[config.mk]
export PLATFORM = sky130hd
export DESIGN_NAME = gw2a_ddr_rdalign
export DESIGN_NICKNAME = d
export VERILOG_FILES = /design/src/rtl/gw2a_ddr_rdalign_pkg.sv /design/src/rtl/gw2a_ddr_rdsel.sv /design/src/rtl/gw2a_ddr_rdalign.sv
export SDC_FILE = /design/constraint.sdc
export NUM_CORES = 1
export LEC_CHECK = 0
export CAP_MARGIN = 10
export CORE_AREA = 2 2 117 74
export DETAILED_ROUTE_END_ITERATION = 12
export DIE_AREA = 0 0 119 76
export PLACE_DENSITY_LB_ADDON = 0.25
export SLEW_MARGIN = 10
export SYNTH_ARGS = -nofsm -noshare
export SYNTH_HDL_FRONTEND = slang
export SYNTH_SLANG_ARGS = --single-unit
[constraint.sdc]
create_clock -name PCLK -period 2.35 [get_ports PCLK]
set_input_delay 0.47 -clock PCLK [delete_from_list [all_inputs] [get_ports PCLK]]
set_output_delay 0.47 -clock PCLK [all_outputs]
set_load 0.005 [all_outputs]
[src/rtl/gw2a_ddr_rdalign_pkg.sv]
// Shared PHY definitions: calibration FSM state codes, sample-select encodings, counter sizing.
// Latency: none (types, constants and a width helper only).
// Backpressure: not applicable.
package gw2a_ddr_rdalign_pkg;

    typedef enum logic [2:0] {
        ST_IDLE   = 3'd0,
        ST_SETTLE = 3'd1,
        ST_CHECK  = 3'd2,
        ST_NEXT   = 3'd3,
        ST_FIN    = 3'd4
    } cal_state_t;

    // Low two shift bits choose which deserialiser samples form the pair {a,b}.
    localparam logic [1:0] SEL_S0_S2 = 2'b00;
    localparam logic [1:0] SEL_S1_S3 = 2'b01;
    localparam logic [1:0] SEL_S2_S0 = 2'b10;
    localparam logic [1:0] SEL_S3_S1 = 2'b11;

    // Shift bit 2 moves the pair back by one sample, pulling b from the previous PCLK.
    localparam int SH_DELAY_BIT = 2;

    // Last sample position tried in a sweep; the trial counter stops here.
    localparam logic [2:0] TRIAL_LAST = 3'd7;

    // Width of the shared SETTLE/CHECK cycle counter.
    function automatic int cnt_width(input int settle, input int match);
        int m;
        m = (settle > match) ? settle : match;
        return $clog2(m + 1);
    endfunction

endpackage

[src/rtl/gw2a_ddr_rdsel.sv]
// One byte lane of read capture: 4:2 sample mux per DQ bit plus the previous-b register.
// Latency: DI to Q is 1 PCLK when shift[2]=0, 2 PCLK when shift[2]=1.
// Backpressure: none; free-running datapath, a new pair every PCLK.
module gw2a_ddr_rdsel
    import gw2a_ddr_rdalign_pkg::*;
(
    input  logic        PCLK,
    input  logic        RESETN,
    input  logic [31:0] di,
    input  logic [2:0]  shift,
    output logic [7:0]  q0,
    output logic [7:0]  q1
);

    logic [7:0] sel_a;
    logic [7:0] sel_b;
    logic [7:0] b_prev;

    // Pick the {a,b} sample pair for every bit of the lane from the low shift bits.
    always_comb begin
        sel_a = '0;
        sel_b = '0;
        for (int i = 0; i < 8; i++) begin
            case (shift[1:0])
                SEL_S0_S2: begin sel_a[i] = di[4*i];     sel_b[i] = di[4*i + 2]; end
                SEL_S1_S3: begin sel_a[i] = di[4*i + 1]; sel_b[i] = di[4*i + 3]; end
                SEL_S2_S0: begin sel_a[i] = di[4*i + 2]; sel_b[i] = di[4*i];     end
                SEL_S3_S1: begin sel_a[i] = di[4*i + 3]; sel_b[i] = di[4*i + 1]; end
            endcase
        end
    end

    // Register the aligned pair; the delayed form pairs last cycle's b with this cycle's a.
    always_ff @(posedge PCLK or negedge RESETN) begin
        if (!RESETN) begin
            b_prev <= '0;
            q0     <= '0;
            q1     <= '0;
        end else begin
            b_prev <= sel_b;
            if (shift[SH_DELAY_BIT]) begin
                q0 <= b_prev;
                q1 <= sel_a;
            end else begin
                q0 <= sel_a;
                q1 <= sel_b;
            end
        end
    end

endmodule

[src/rtl/gw2a_ddr_rdalign.sv]
// DDR read-capture alignment: per-lane sample shift with a run-time training sweep.
// Latency: Q is 1 PCLK after DI (2 PCLK for delayed shifts); a sweep is at most 8*(SETTLE+MATCH+1)+2 PCLK.
// Backpressure: none on data; CALIB_REQ is dropped unless the controller is idle.
module gw2a_ddr_rdalign
    import gw2a_ddr_rdalign_pkg::*;
#(
    parameter int         WIDTH         = 16,
    parameter int         LANES         = WIDTH / 8,
    parameter logic [2:0] DEFAULT_SHIFT = 3'b000,
    parameter logic [1:0] PATTERN       = 2'b01,
    parameter int         SETTLE        = 4,
    parameter int         MATCH         = 8
) (
    input  logic                 PCLK,
    input  logic                 RESETN,
    input  logic [4*WIDTH-1:0]   DI,
    input  logic                 CALIB_REQ,
    output logic                 CALIB_BUSY,
    output logic                 CALIB_DONE,
    output logic                 CALIB_ERR,
    output logic [LANES-1:0]     LANE_LOCK,
    output logic [3*LANES-1:0]   SHIFT,
    output logic [WIDTH-1:0]     Q0,
    output logic [WIDTH-1:0]     Q1
);

    localparam int CW = cnt_width(SETTLE, MATCH);

    cal_state_t                  state;
    logic [2:0]                  trial;
    logic [CW-1:0]               cnt;
    logic [LANES-1:0][2:0]       lane_shift;
    logic [LANES-1:0]            lane_fail;
    logic [LANES-1:0]            lane_match;
    logic [LANES-1:0]            lock_nxt;

    assign SHIFT = lane_shift;

    for (genvar k = 0; k < LANES; k++) begin : g_lane
        gw2a_ddr_rdsel u_rdsel (
            .PCLK   (PCLK),
            .RESETN (RESETN),
            .di     (DI[32*k +: 32]),
            .shift  (lane_shift[k]),
            .q0     (Q0[8*k +: 8]),
            .q1     (Q1[8*k +: 8])
        );
    end

    // A lane matches this cycle only if every one of its bits shows the training pair.
    always_comb begin
        lane_match = '0;
        for (int k = 0; k < LANES; k++) begin
            lane_match[k] = 1'b1;
            for (int i = 0; i < 8; i++) begin
                if ({Q1[8*k + i], Q0[8*k + i]} != PATTERN) begin
                    lane_match[k] = 1'b0;
                end
            end
        end
    end

    // Locks after the current trial: earlier locks plus every lane clean through CHECK.
    always_comb begin
        lock_nxt = LANE_LOCK | ~lane_fail;
    end

    // Calibration sweep: settle, check, lock passing lanes, advance trial, finish.
    always_ff @(posedge PCLK or negedge RESETN) begin
        if (!RESETN) begin
            state      <= ST_IDLE;
            trial      <= '0;
            cnt        <= '0;
            lane_fail  <= '0;
            lane_shift <= {LANES{DEFAULT_SHIFT}};
            LANE_LOCK  <= '0;
            CALIB_BUSY <= 1'b0;
            CALIB_DONE <= 1'b0;
            CALIB_ERR  <= 1'b0;
        end else begin
            CALIB_DONE <= 1'b0;
            case (state)
                ST_IDLE: begin
                    if (CALIB_REQ) begin
                        state      <= ST_SETTLE;
                        trial      <= '0;
                        cnt        <= '0;
                        lane_fail  <= '0;
                        lane_shift <= '0;
                        LANE_LOCK  <= '0;
                        CALIB_ERR  <= 1'b0;
                        CALIB_BUSY <= 1'b1;
                    end
                end
                ST_SETTLE: begin
                    if (cnt == CW'(SETTLE - 1)) begin
                        cnt   <= '0;
                        state <= ST_CHECK;
                    end else begin
                        cnt <= cnt + 1'b1;
                    end
                end
                ST_CHECK: begin
                    lane_fail <= lane_fail | ~lane_match;
                    if (cnt == CW'(MATCH - 1)) begin
                        cnt   <= '0;
                        state <= ST_NEXT;
                    end else begin
                        cnt <= cnt + 1'b1;
                    end
                end
                ST_NEXT: begin
                    LANE_LOCK <= lock_nxt;
                    if ((&lock_nxt) || (trial == TRIAL_LAST)) begin
                        state <= ST_FIN;
                    end else begin
                        trial     <= trial + 3'd1;
                        lane_fail <= '0;
                        state     <= ST_SETTLE;
                        for (int k = 0; k < LANES; k++) begin
                            if (!lock_nxt[k]) begin
                                lane_shift[k] <= trial + 3'd1;
                            end
                        end
                    end
                end
                ST_FIN: begin
                    for (int k = 0; k < LANES; k++) begin
                        if (!LANE_LOCK[k]) begin
                            lane_shift[k] <= DEFAULT_SHIFT;
                        end
                    end
                    CALIB_ERR  <= |(~LANE_LOCK);
                    CALIB_DONE <= 1'b1;
                    CALIB_BUSY <= 1'b0;
                    state      <= ST_IDLE;
                end
                default: state <= ST_IDLE;
            endcase
        end
    end

endmodule

==> run_results.csv <==
group,metric,value,unit
cts,cts_hold_buf,0,
cts,ctsHtreeMaxLevel,3,
sta,rsz0062_at_grt,"false",
cts,cts_root_buffer,"clkbuf_16",
cts,post_cts_resized,0,
drt,first_pass_iters,4,
cells_and_area,area_growth,40.98,%
cells_and_area,final_nets,472,
worst_setup_path,worstPathMaxFanout,19,
drt,routed_wl,8.422,mm
die,die_height,76,µm
sta,finClkSkew,7.659,ps
synth,yosysTopAreaCellShare,48.70,%
sta,finalSetupTns,0,ps
synth,synth_edf_count,0,
cts,clkTransAtPathRegs,60,ps
worst_setup_path,cp.buffers_inverters,1,
synth,synth_flop_cell,"dfrtp_1",
synth,netlist-cell-type-count,40,
synth,synthArstFlopShare,100.0,%
sta,tightest_slew,618.6,ps
die,design.core.area,8100,µm²
synth,ys_seq_elements,71,
sta,maxSlewViolCount,0,
place,hpwl,6.500,mm
worst_setup_path,critPathTopFamily,"flip-flops",
global_routing,grt_pass1_wl,14.43,mm
global_routing,grt_usage,20.41,%
global_routing,grt_max_degree,45,
global_routing,antenna_found_initial,0,
cts,clk_path_buf_depth,2,
die,die-area,9044,µm²
place,io_buffers,109,
worst_hold_path,hold_class,"in -> async",
cts,post_cts_buffers,0,
worst_setup_path,worst_path_largest_cell_delay,740,ps
drt,dr_total_vias,2708,
power_and_ir_drop,power,0.005498,W
sta,timing.slew.headroom,58.20,%
sta,period_minus_slack,2160,ps
power_and_ir_drop,p_leak,2.070,nW
cells_and_area,drive_above_1_share,18.72,%
worst_setup_path,cp.arrival,1690,ps
synth,synth_top_cells_by_count,"dfrtp_1 (71), mux2_2 (39), a21oi_1 (23)",
place,post_dp_cell_area,4846,µm²
cts,clkLatencyLatePin,330,ps
drt,avgRoutedWirePerCell,16.26,µm
cts,clock_sinks,71,
flow_run,maxCapViolations,0,
die,start_util,45.04,%
cells_and_area,final_area,5144,µm²
synth,ys_warn_count,0,
synth,synth_area,3648,µm²
drt,drt_iter0_drc,115,
worst_setup_path,crit_slowest_cell,"dfrtp_1",
cts,cts-buffers-inserted,9,
power_and_ir_drop,ir_drop,478.1,µV
sta,hold_viol,0,
die,pin_count,110,
worst_setup_path,endpoint_kind,"output port",
sta,fmax,462.9,MHz
worst_setup_path,cp.required,1880,ps
cells_and_area,final_cells,518,
drt,via_per_inst,5.228,
worst_setup_path,crit_path_cell_trace,"clkdlybuf4s50_1",
cells_and_area,diodes,0,
worst_setup_path,timing.reg2reg.setup_slack,520,ps
place,place_congestion,0.7758,
synth,synth_cells,288,
synth,yosysTopAreaCell,"dfrtp_1",
die,die_x,119,µm
synth,syn_nets,358,
global_routing,grt-ovfl-total,0,
sta,finalSetupViolations,0,
worst_setup_path,cp-start-kind,"register",
synth,synth_area_per_cell,12.67,µm²
power_and_ir_drop,power.density,1069,nW/µm²
global_routing,grt_pass1_vias,2807,
worst_setup_path,setup.worst_path.class,"reg -> out",
cts,cts_tree,"built",
place,dp_cells,503,
sta,fin_crit_sh,91.93,%
drt,drc,0,
synth,synthTopCellsByArea,"dfrtp_1 (49%), mux2_2 (12%), mux4_1 (8.6%)",
synth,yosysSeqAreaShare,48.70,%
die,rows,26,
status,status,"finished clean",
synth,yosysMostFrequentCell,"dfrtp_1",
drt,ant_nets,0,
cell usage in the layout, fill, tap and decap left out, types with 2 or more instances in the layout:
cell / count
or3_1: 2
nor2_1: 22
nand3_1: 5
clkbuf_16: 9
ha_1: 3
a21oi_2: 2
clkinvlp_4: 2
mux4_1: 12
clkdlybuf4s50_1: 108
dfrtp_1: 71
nor4bb_1: 8
a41oi_1: 2
o21ai_1: 2
a22o_1: 2
a21oi_1: 23
mux2i_1: 16
inv_1: 8
a211oi_1: 2
buf_4: 10
mux4_2: 4
nor3_1: 2
nand2b_1: 7
mux2_2: 39
nand2_1: 18
o21ai_0: 9
worst paths after layout:
kind | start | endpoint | cells past startpoint
min in group PCLK | g_lane[0].u_rdsel.b_prev[4] | g_lane[0].u_rdsel.q0[4] | 1
max reg2reg | trial[0] | SHIFT[5] | 6
max | SHIFT[1] | SHIFT[1] | 1
max in group asynchronous | RESETN | g_lane[0].u_rdsel.q0[0] | 2
min reg2reg | g_lane[0].u_rdsel.b_prev[4] | g_lane[0].u_rdsel.q0[4] | 1
min | RESETN | g_lane[1].u_rdsel.q0[2] | 1
final cells by class:
type / instances / area, µm²
Multi-Input combinational cell: 192 / 1718
Fill cell: 660 / 2957
Tap cell: 112 / 140.1
Timing Repair Buffer: 120 / 1181
Clock buffer: 10 / 239.0
Sequential cell: 71 / 1777
Clock inverter: 5 / 58.81
Inverter: 8 / 30.03
cell families after synthesis:
| kind of cell | Yosys count | share of synthesized area (%) |
|---|---|---|
| muxes | 72 | 27.95 |
| DFF | 71 | 48.70 |
| and+or+nand+nor | 68 | 9.876 |
| AOI/OAI and AO/OA | 47 | 7.751 |
| buffers and inverters | 25 | 4.218 |
| adders and majority gates | 3 | 1.029 |
| xor gates and xnor gates | 2 | 0.4802 |
routing by layer:
metal | vias to the layer above | GRT usage, % | part of all wire (%)
met4 | 0 | 5.714 | 1.1
met1 | 1334 | 29.07 | 47
met5 | - | 0 | 0
met3 | 9 | 5.614 | 4.8
met2 | 64 | 30.86 | 47
li1 | 1301 | - | -
registers in the layout, summed over array words and instances, names as in the netlist, 3 cells and up:
register and count:
state 3, cnt 4, g_lane.u_rdsel.q0 16, g_lane.u_rdsel.q1 16
trial 3, g_lane.u_rdsel.b_prev 16, SHIFT 6
power breakdown:
| group | switching (W) | internal, W |
|---|---|---|
| combinational | 0.000912 | 0.00128 |
| clock | 0.000488 | 0.000843 |
| sequential | 0.000306 | 0.00167 |
| total | 0.00171 | 0.00379 |
through the flow:
step,hold WS (ps),util [%],setup WS [ps]
3_3_place_gp,458.8,59.82,212.6
3_5_place_dp,463.6,59.82,201.5
4_1_cts,162.0,63.50,193.1
2_1_floorplan,174.4,-,718.5
6_report,149.7,63.50,189.7
5_1_grt,197.7,63.50,119.2
Note: power is estimated with default switching activity, not from simulation.
